**src/rtl/score_tracker.sv**
```systemverilog
// -----------------------------------------------------------------------------
// score_tracker
//   BCD score / high-score unit for the runner game. Owns the game-phase FSM
//   (IDLE/RUN/PAUSED/OVER), turns prescaled frame ticks and bonus pickups into
//   a saturating BCD score, keeps the best score since reset and pulses a
//   milestone strobe every time the score passes a multiple of 100.
//
// Parameters
//   DIGITS   : BCD digits in score/high_score (3..8)
//   TICK_DIV : qualifying ticks per +1 score (1..255)
//
// Ports
//   clk         in  system clock
//   reset       in  asynchronous, active-low reset
//   start       in  pulse, begins a new game (from IDLE or OVER)
//   pause       in  level, freezes scoring while high
//   game_over   in  pulse, ends the game (from RUN or PAUSED)
//   tick        in  frame strobe, prescaled into +1 score
//   bonus_valid in  strobe, adds min(bonus_amt,9) to the score
//   bonus_amt   in  bonus value, binary
//   score       out current score, BCD, digit 0 in the low nibble
//   high_score  out best score since reset, BCD
//   milestone   out one-cycle pulse on a carry out of the tens digit
//   new_high    out last finished game beat the previous high score
//   saturated   out score pinned at all 9s
//   state       out 0=IDLE 1=RUN 2=PAUSED 3=OVER
// -----------------------------------------------------------------------------
module score_tracker #(
  parameter int DIGITS   = 4,
  parameter int TICK_DIV = 6
) (
  input  logic                  clk,
  input  logic                  reset,
  input  logic                  start,
  input  logic                  pause,
  input  logic                  game_over,
  input  logic                  tick,
  input  logic                  bonus_valid,
  input  logic [3:0]            bonus_amt,
  output logic [4*DIGITS-1:0]   score,
  output logic [4*DIGITS-1:0]   high_score,
  output logic                  milestone,
  output logic                  new_high,
  output logic                  saturated,
  output logic [1:0]            state
);

  typedef enum logic [1:0] {
    ST_IDLE   = 2'd0,
    ST_RUN    = 2'd1,
    ST_PAUSED = 2'd2,
    ST_OVER   = 2'd3
  } state_t;

  localparam int               W       = 4 * DIGITS;
  localparam logic [7:0]       PRE_MAX = 8'(TICK_DIV - 1);
  localparam logic [W-1:0]     ALL_9S  = {DIGITS{4'h9}};

  // BCD addition of a 0..10 increment into a DIGITS-wide score.
  // Returns {carry out of top digit, carry out of tens digit, sum}.
  function automatic logic [W+1:0] bcd_add(input logic [W-1:0] val,
                                           input logic [3:0]   add);
    logic [4:0]   dsum;
    logic         carry;
    logic         tens_c;
    logic [W-1:0] res;
    carry  = 1'b0;
    tens_c = 1'b0;
    res    = '0;
    for (int i = 0; i < DIGITS; i++) begin
      if (i == 0) begin
        dsum = {1'b0, val[3:0]} + {1'b0, add};
      end else begin
        dsum = {1'b0, val[4*i +: 4]} + {4'd0, carry};
      end
      if (dsum > 5'd9) begin
        res[4*i +: 4] = 4'(dsum - 5'd10);
        carry         = 1'b1;
      end else begin
        res[4*i +: 4] = dsum[3:0];
        carry         = 1'b0;
      end
      if (i == 1) begin
        tens_c = carry;
      end else begin
        tens_c = tens_c;
      end
    end
    return {carry, tens_c, res};
  endfunction

  state_t        state_q, state_d;
  logic [W-1:0]  score_q, score_d;
  logic [W-1:0]  high_q, high_d;
  logic [7:0]    pre_q, pre_d;
  logic          sat_q, sat_d;
  logic          mile_q, mile_d;
  logic          nh_q, nh_d;

  logic          inc_s;
  logic [3:0]    bonus_clamped_s;
  logic [3:0]    add_s;
  logic [W+1:0]  sum_s;

  // Increment terms for the current cycle; only used when scoring is enabled.
  always_comb begin
    inc_s           = tick && (pre_q == PRE_MAX);
    bonus_clamped_s = (bonus_amt > 4'd9) ? 4'd9 : bonus_amt;
    add_s           = {3'd0, inc_s} + (bonus_valid ? bonus_clamped_s : 4'd0);
    sum_s           = bcd_add(score_q, add_s);
  end

  // Next-state, scoring, saturation and high-score logic.
  always_comb begin
    state_d = state_q;
    score_d = score_q;
    high_d  = high_q;
    pre_d   = pre_q;
    sat_d   = sat_q;
    mile_d  = 1'b0;
    nh_d    = nh_q;

    case (state_q)
      ST_IDLE, ST_OVER: begin
        if (start) begin
          state_d = ST_RUN;
          score_d = '0;
          pre_d   = 8'd0;
          sat_d   = 1'b0;
          nh_d    = 1'b0;
        end else begin
          state_d = state_q;
        end
      end
      ST_RUN, ST_PAUSED: begin
        if (game_over) begin
          // Strobes in the game_over cycle are dropped; digits are ordered
          // most-significant high, so a plain unsigned compare is BCD order.
          state_d = ST_OVER;
          if (score_q > high_q) begin
            high_d = score_q;
            nh_d   = 1'b1;
          end else begin
            high_d = high_q;
          end
        end else if (pause) begin
          state_d = ST_PAUSED;
        end else if (state_q == ST_PAUSED) begin
          state_d = ST_RUN;
        end else begin
          state_d = ST_RUN;
          if (tick) begin
            pre_d = inc_s ? 8'd0 : (pre_q + 8'd1);
          end else begin
            pre_d = pre_q;
          end
          // Once pinned, score stays at all 9s and no milestone is raised.
          if (!sat_q && (add_s != 4'd0)) begin
            if (sum_s[W+1]) begin
              score_d = ALL_9S;
              sat_d   = 1'b1;
            end else begin
              score_d = sum_s[W-1:0];
            end
            mile_d = sum_s[W];
          end else begin
            score_d = score_q;
          end
        end
      end
      default: begin
        state_d = ST_IDLE;
      end
    endcase
  end

  // State and datapath registers with asynchronous active-low reset.
  always_ff @(posedge clk or negedge reset) begin
    if (!reset) begin
      state_q <= ST_IDLE;
      score_q <= '0;
      high_q  <= '0;
      pre_q   <= 8'd0;
      sat_q   <= 1'b0;
      mile_q  <= 1'b0;
      nh_q    <= 1'b0;
    end else begin
      state_q <= state_d;
      score_q <= score_d;
      high_q  <= high_d;
      pre_q   <= pre_d;
      sat_q   <= sat_d;
      mile_q  <= mile_d;
      nh_q    <= nh_d;
    end
  end

  assign score      = score_q;
  assign high_score = high_q;
  assign milestone  = mile_q;
  assign new_high   = nh_q;
  assign saturated  = sat_q;
  assign state      = state_q;

endmodule
```
**config.mk**
```make
export PLATFORM = sky130hd
export DESIGN_NAME = score_tracker
export DESIGN_NICKNAME = d
export VERILOG_FILES = /design/src/rtl/score_tracker.sv
export SDC_FILE = /design/constraint.sdc
export NUM_CORES = 1
export LEC_CHECK = 0
export ABC_AREA = 1
export CORE_UTILIZATION = 27
export CTS_BUF_LIST = sky130_fd_sc_hd__clkbuf_16
export CTS_CLUSTER_DIAMETER = 120
export DETAILED_ROUTE_END_ITERATION = 10
export PLACE_DENSITY = 0.49
export SKIP_CTS_REPAIR_TIMING = 1
export SKIP_LAST_GASP = 1
export SYNTH_ARGS = -nofsm -noshare
export SYNTH_HDL_FRONTEND = slang
export SYNTH_SLANG_ARGS = --single-unit
export TNS_END_PERCENT = 30
```
**constraint.sdc**
```tcl
create_clock -name clk -period 16.45 [get_ports clk]
set_input_delay 4.1125 -clock clk [delete_from_list [all_inputs] [get_ports clk]]
set_output_delay 4.1125 -clock clk [all_outputs]
set_load 0.01 [all_outputs]
```
==> flow_summary.ini, run 1 <==
[timing]
final.setup_skew_ns = 0.00662
period_share_pct = 61.2
finalCriticalPeriod_ns = 10.07
timing.final.setup_violations = 0
maxClockFrequency_mhz = 99.3
hold_viol = 0
worst_pin_slew_ns = 1.04
setup_repair_after_global_routing_missed_its_margin = no
hold_ws_ns = 0.502
timing.max_slew.rel_slack_pct = 30.4
timing.setup.tns_ns = 0
final-max-slew-violation-count = 0

[yosys]
net_count_after_synthesis = 455
yosysSeqAreaShare_pct = 36.4
synth_warnings = 0
ys_ff_latch = 45
synthesis.area_um2 = 3090
synth.distinct_cells = 30
post_synth_inst_count = 408
avgSynthCellArea_um2 = 7.58

[power]
fin_total_pwr_mw = 0.566
power.leakage_nw = 1.97
power.density_cell_area_nw_per_um2 = 146
ir_drop_uv = 85.2

[layout]
multiInputGateArea_um2 = 1690
area_delta_synth_final_pct = 25.0
commonest_cells_after_routing_fill_and_taps_aside = sky130_fd_sc_hd__nand2_1 (124), sky130_fd_sc_hd__inv_1 (57), sky130_fd_sc_hd__nand3_1 (48)
post-route-util_pct = 35.2
final_layout_size_suffix_gt1_share_pct = 4.17
antenna-diode-count = 0
num-fill-cells = 1178
final_design_area_no_fill_um2 = 3860
most_common_cell_after_layout_fill_and_taps_aside = sky130_fd_sc_hd__nand2_1
area.sequential_um2 = 1130
final_net_count = 502

[clock_tree]
ctsLongestPathBuffers = 2
cts_root_buffer = sky130_fd_sc_hd__clkbuf_16
worstSkewPairLatency_ns = 0.29
clock_sink_count = 45
worst_setup_hold_path_clk_slew_ns = 0.07
cts-htree-levels = 2
cts_made_buffers = 5
tritoncts = yes

[placement]
detailed_placement_hpwl_mm = 5.74
port_buffers = 47
globalplace.congestion = 0.847
postPlaceCellArea_um2 = 3670

[routing]
routed_via_density = 4.54
postRouteAntennaNets = 0
drt_iter0_markers = 101
route.detailed.wl_per_inst_um = 12.7
routed_wirelength_mm = 7.55
drt-pass1-iter-count = 5
num_vias = 2707
drc = 0

[global_route]
grt_antenna_before_repair = 0
number_of_global_route_vias_before_repair = 2528
grt_max_degree = 46
global_route_wire_length_before_repair_mm = 12.3
globalRoute.totalOverflow = 0
track_usage_pct = 13.5

[floorplanning]
floorplan.initialDensity_pct = 28.1
die_area_um2 = 11900
pin_count = 48
placeableCoreArea_um2 = 11000
fp-row-count = 38
die_h_um = 109
die_x_um = 109

[worst_setup_path]
worst-setup-path-type = in -> reg
cp-start-kind = primary input
crit_path_end_kind = register
critical_path.max_fanout = 5
critPathArrivalTime_ns = 10.30
critical_path.slowest_cell = sky130_fd_sc_hd__clkdlybuf4s50_1
critPathMostFrequentCell = sky130_fd_sc_hd__nand2_1
worst-endpoint-required_ns = 16.68
worst_path_largest_cell_delay_ns = 0.49

[flow_run]
max_cap_violations = 0

[status]
status = complete, no violations

[worst_hold_path]
worstHoldPathType = reg -> reg
==> cells by family (layout without fill, tap and decap cells) <==
kind of cell / after synthesis / in the layout / synth area share, %
compound gates: 46 / 46 / 8.78
buf+inv: 65 / 113 / 8.94
xor+xnor: 8 / 8 / 2.27
flops: 45 / 45 / 36.4
fa+ha+maj: 36 / 36 / 14.8
simple gates: 208 / 208 / 28.8
==> per-layer routing <==
layer	up-vias	part of all wire, %	routed length, µm	track usage (%)
met1	1239	49	3700	18.2
met4	0	0.78	59	3.09
li1	1416	-	-	-
met5	-	0	0	0
met3	6	3.4	257	2.69
met2	46	47	3530	22.1
==> path summary, 6_finish.rpt <==
| check | startpoint | to | slack (ns) | depth (start not counted) |
|---|---|---|---|---|
| worst min-delay path | high_score[11] | high_score[11] | 0.50 | 2 |
| worst min register to register | high_score[11] | high_score[11] | 0.50 | 2 |
| worst max register to register | pre_q[1] | score[1] | 10.09 | 42 |
| min in group asynchronous | reset | high_score[9] | 4.01 | 1 |
| max in group asynchronous | reset | milestone | 11.79 | 1 |
| worst max-delay path | tick | score[1] | 6.38 | 41 |
==> worst max-delay path, delay by kind of cell <==
kind | cells | cell delay (ns)
AO/OA/AOI/OAI | 3 | 0.29
buffers and inverters | 5 | 0.77
XOR/XNOR | 2 | 0.51
adder cells (fa/ha/maj) | 10 | 2.21
AND/OR/NAND/NOR | 21 | 2.41
==> synthesized netlist by cell type <==
cell type                   number  area [µm²]
sky130_fd_sc_hd__a21oi_1        14        70.1
sky130_fd_sc_hd__a22oi_1         1        7.51
sky130_fd_sc_hd__a41oi_4         1        27.5
sky130_fd_sc_hd__and2_1          1        6.26
sky130_fd_sc_hd__buf_2           2        10.0
sky130_fd_sc_hd__buf_4           2        15.0
sky130_fd_sc_hd__buf_6           3        33.8
sky130_fd_sc_hd__dfrtp_1        45        1130
sky130_fd_sc_hd__fa_1            1        20.0
sky130_fd_sc_hd__ha_1           35         438
sky130_fd_sc_hd__inv_1          57         214
sky130_fd_sc_hd__inv_2           1        3.75
sky130_fd_sc_hd__nand2_1       124         465
sky130_fd_sc_hd__nand2_2         2        12.5
sky130_fd_sc_hd__nand2_4         2        22.5
sky130_fd_sc_hd__nand3_1        48         240
sky130_fd_sc_hd__nand3_2         1        10.0
sky130_fd_sc_hd__nand4_1         5        31.3
sky130_fd_sc_hd__nor2_1         21        78.8
sky130_fd_sc_hd__nor2_2          1        6.26
sky130_fd_sc_hd__nor3_1          2        10.0
sky130_fd_sc_hd__o2111ai_1       1        8.76
sky130_fd_sc_hd__o21a_1          1        7.51
sky130_fd_sc_hd__o21ai_0        19        95.1
sky130_fd_sc_hd__o21ai_1         5        25.0
sky130_fd_sc_hd__o21ai_2         2        17.5
sky130_fd_sc_hd__o22ai_1         2        12.5
sky130_fd_sc_hd__or2_0           1        6.26
sky130_fd_sc_hd__xnor2_1         5        43.8
sky130_fd_sc_hd__xor2_1          3        26.3
==> flip-flops by register name (all words and copies together) (netlist names) <==
register and count:
high_score 16, score 16, pre_q 8, state 2, milestone 1, new_high 1, saturated 1
==> cell type report <==
| class | count | share of cell area [%] |
|---|---|---|
| Clock buffer | 5 | 3.24 |
| Clock inverter | 3 | 1.68 |
| Inverter | 58 | 5.63 |
| Multi-Input combinational cell | 298 | 43.7 |
| Sequential cell | 45 | 29.1 |
| Tap cell | 140 | 4.53 |
| Timing Repair Buffer | 47 | 12.0 |
==> power breakdown <==
part	switching, mW	internal [mW]
logic	0.194	0.0896
registers	0.0219	0.131
clock network	0.0423	0.0868
==> stage by stage <==
step | worst slack, ns | std cells
2_1_floorplan | 7.43 | 408
3_3_place_gp | 6.45 | 588
3_5_place_dp | 6.15 | 588
4_1_cts | 6.42 | 596
5_1_grt | 5.79 | 596
6_report | 6.38 | 596
Note: power is estimated with default switching activity, not from simulation.
==> inputs of run 2 (changes only) <==
Clock period 16.45 ns to 10.3 ns, I/O delays scaled along.
==> run 2 against run 1 <==
  * Register-to-register slack worse by 6.2 ns
  * Worst hold slack got worse by 0.0023 ns
  * Utilization fell by 0.48 points
  * Sequential share of layout area is 0.40 points higher
  * Non-clock buffer count is the same
  * Critical endpoint is now score[2]
==> flow_summary.ini, run 2 (same netlist as run 1, synthesis figures left out) <==
[clock_tree]
worstSkewPairLatency_ns = 0.28
worst_setup_hold_path_clk_slew_ns = 0.06
cts_made_buffers = 5
clock_sink_count = 45
cts_root_buffer = sky130_fd_sc_hd__clkbuf_16
tritoncts = yes
cts-htree-levels = 2
ctsLongestPathBuffers = 2

[routing]
drt-pass1-iter-count = 4
route.detailed.wl_per_inst_um = 12.7
drc = 0
num_vias = 2704
postRouteAntennaNets = 0
routed_wirelength_mm = 7.55
drt_iter0_markers = 132
routed_via_density = 4.54

[timing]
hold_viol = 0
final.setup_skew_ns = 0.00526
worst_pin_slew_ns = 1.02
period_share_pct = 83.0
timing.max_slew.rel_slack_pct = 32.1
setup_repair_after_global_routing_missed_its_margin = no
timing.final.setup_violations = 0
finalCriticalPeriod_ns = 8.55
maxClockFrequency_mhz = 117
hold_ws_ns = 0.500
final-max-slew-violation-count = 0
timing.setup.tns_ns = 0
setup_ws_ns = 1.75

[power]
power.density_cell_area_nw_per_um2 = 224
power.leakage_nw = 1.95
ir_drop_uv = 143

[floorplanning]
placeableCoreArea_um2 = 11000
pin_count = 48
fp-row-count = 38
floorplan.initialDensity_pct = 28.1
die_area_um2 = 11900
die_x_um = 109
die_h_um = 109

[worst_setup_path]
cp-start-kind = primary input
critical_path.slowest_cell = sky130_fd_sc_hd__clkdlybuf4s50_1
worst-setup-path-type = in -> reg
critPathMostFrequentCell = sky130_fd_sc_hd__nand2_1
worst-endpoint-required_ns = 10.52
critical_path.max_fanout = 5
regToRegSetupSlack_ns = 3.91
critPathArrivalTime_ns = 8.77
worst_path_largest_cell_delay_ns = 0.48
crit_path_end_kind = register

[global_route]
track_usage_pct = 13.3
grt_max_degree = 46
number_of_global_route_vias_before_repair = 2525
grt_antenna_before_repair = 0
global_route_wire_length_before_repair_mm = 12.2
globalRoute.totalOverflow = 0

[status]
status = complete, no violations

[layout]
commonest_cells_after_routing_fill_and_taps_aside = sky130_fd_sc_hd__nand2_1 (124), sky130_fd_sc_hd__inv_1 (57), sky130_fd_sc_hd__nand3_1 (48)
num-fill-cells = 1171
area.sequential_um2 = 1130
final_net_count = 502
final_layout_size_suffix_gt1_share_pct = 3.73
multiInputGateArea_um2 = 1690
antenna-diode-count = 0
area_delta_synth_final_pct = 23.3
most_common_cell_after_layout_fill_and_taps_aside = sky130_fd_sc_hd__nand2_1

[placement]
globalplace.congestion = 0.847
place_worst_setup_slack_ns = 1.53
detailed_placement_hpwl_mm = 5.76
port_buffers = 47

[worst_hold_path]
worstHoldPathType = reg -> reg

[flow_run]
max_cap_violations = 0
## run 2: cell types whose count changed in the layout (fill, tap and decap cells not counted)
cell / before / now
sky130_fd_sc_hd__clkinv_1: 0 / 2
sky130_fd_sc_hd__bufinv_16: 2 / 0
## run 2: path summary, 6_finish.rpt
kind	cells past startpoint	end	start
max	41	score[2]	tick
min	2	high_score[11]	high_score[11]
max reg2reg	42	score[2]	pre_q[1]
min reg2reg	2	high_score[11]	high_score[11]
max in group asynchronous	1	state[0]	reset
min in group asynchronous	1	high_score[9]	reset
## run 2: power by group
| group | internal, mW | leakage, nW | switching, mW |
|---|---|---|---|
| Clock | 0.0878 | 0.0687 | 0.0645 |
| Sequential | 0.209 | 0.611 | 0.0351 |
| Combinational | 0.143 | 1.27 | 0.312 |
## run 2: final cells by class
cell class	count	area share [%]
inverters	58	5.71
clock inverters	3	0.328
clock buffers	5	3.28
multi-input cells	298	44.3
repair buffers	47	12.2
flip-flops and latches	45	29.5
well taps	140	4.60
## run 2: metal layers
layer	up-vias	track usage, %	wire length, µm
met5	-	0	0
met4	0	2.90	57
met3	6	2.99	270
met2	42	21.0	3410
met1	1240	18.5	3810
li1	1416	-	-
## run 2: worst max-delay path, delay by kind of cell
kind | cells | cell delay [ns]
xor gates and xnor gates | 3 | 0.71
buffers and inverters | 5 | 0.75
adders and majority gates | 10 | 2.15
AOI/OAI and AO/OA | 2 | 0.19
and+or+nand+nor | 21 | 2.37
## run 2: through the flow
| step | cell area, µm² | util, % | total power [mW] | instances |
|---|---|---|---|---|
| 2_1_floorplan | 3090 | - | 0.572 | 408 |
| 3_3_place_gp | 3670 | 33.4 | 0.701 | 588 |
| 3_5_place_dp | 3670 | 33.4 | 0.705 | 588 |
| 4_1_cts | 3810 | 34.7 | 0.861 | 596 |
| 5_1_grt | 3810 | 34.7 | 0.925 | 596 |
| 6_report | 3810 | 34.7 | 0.852 | 596 |
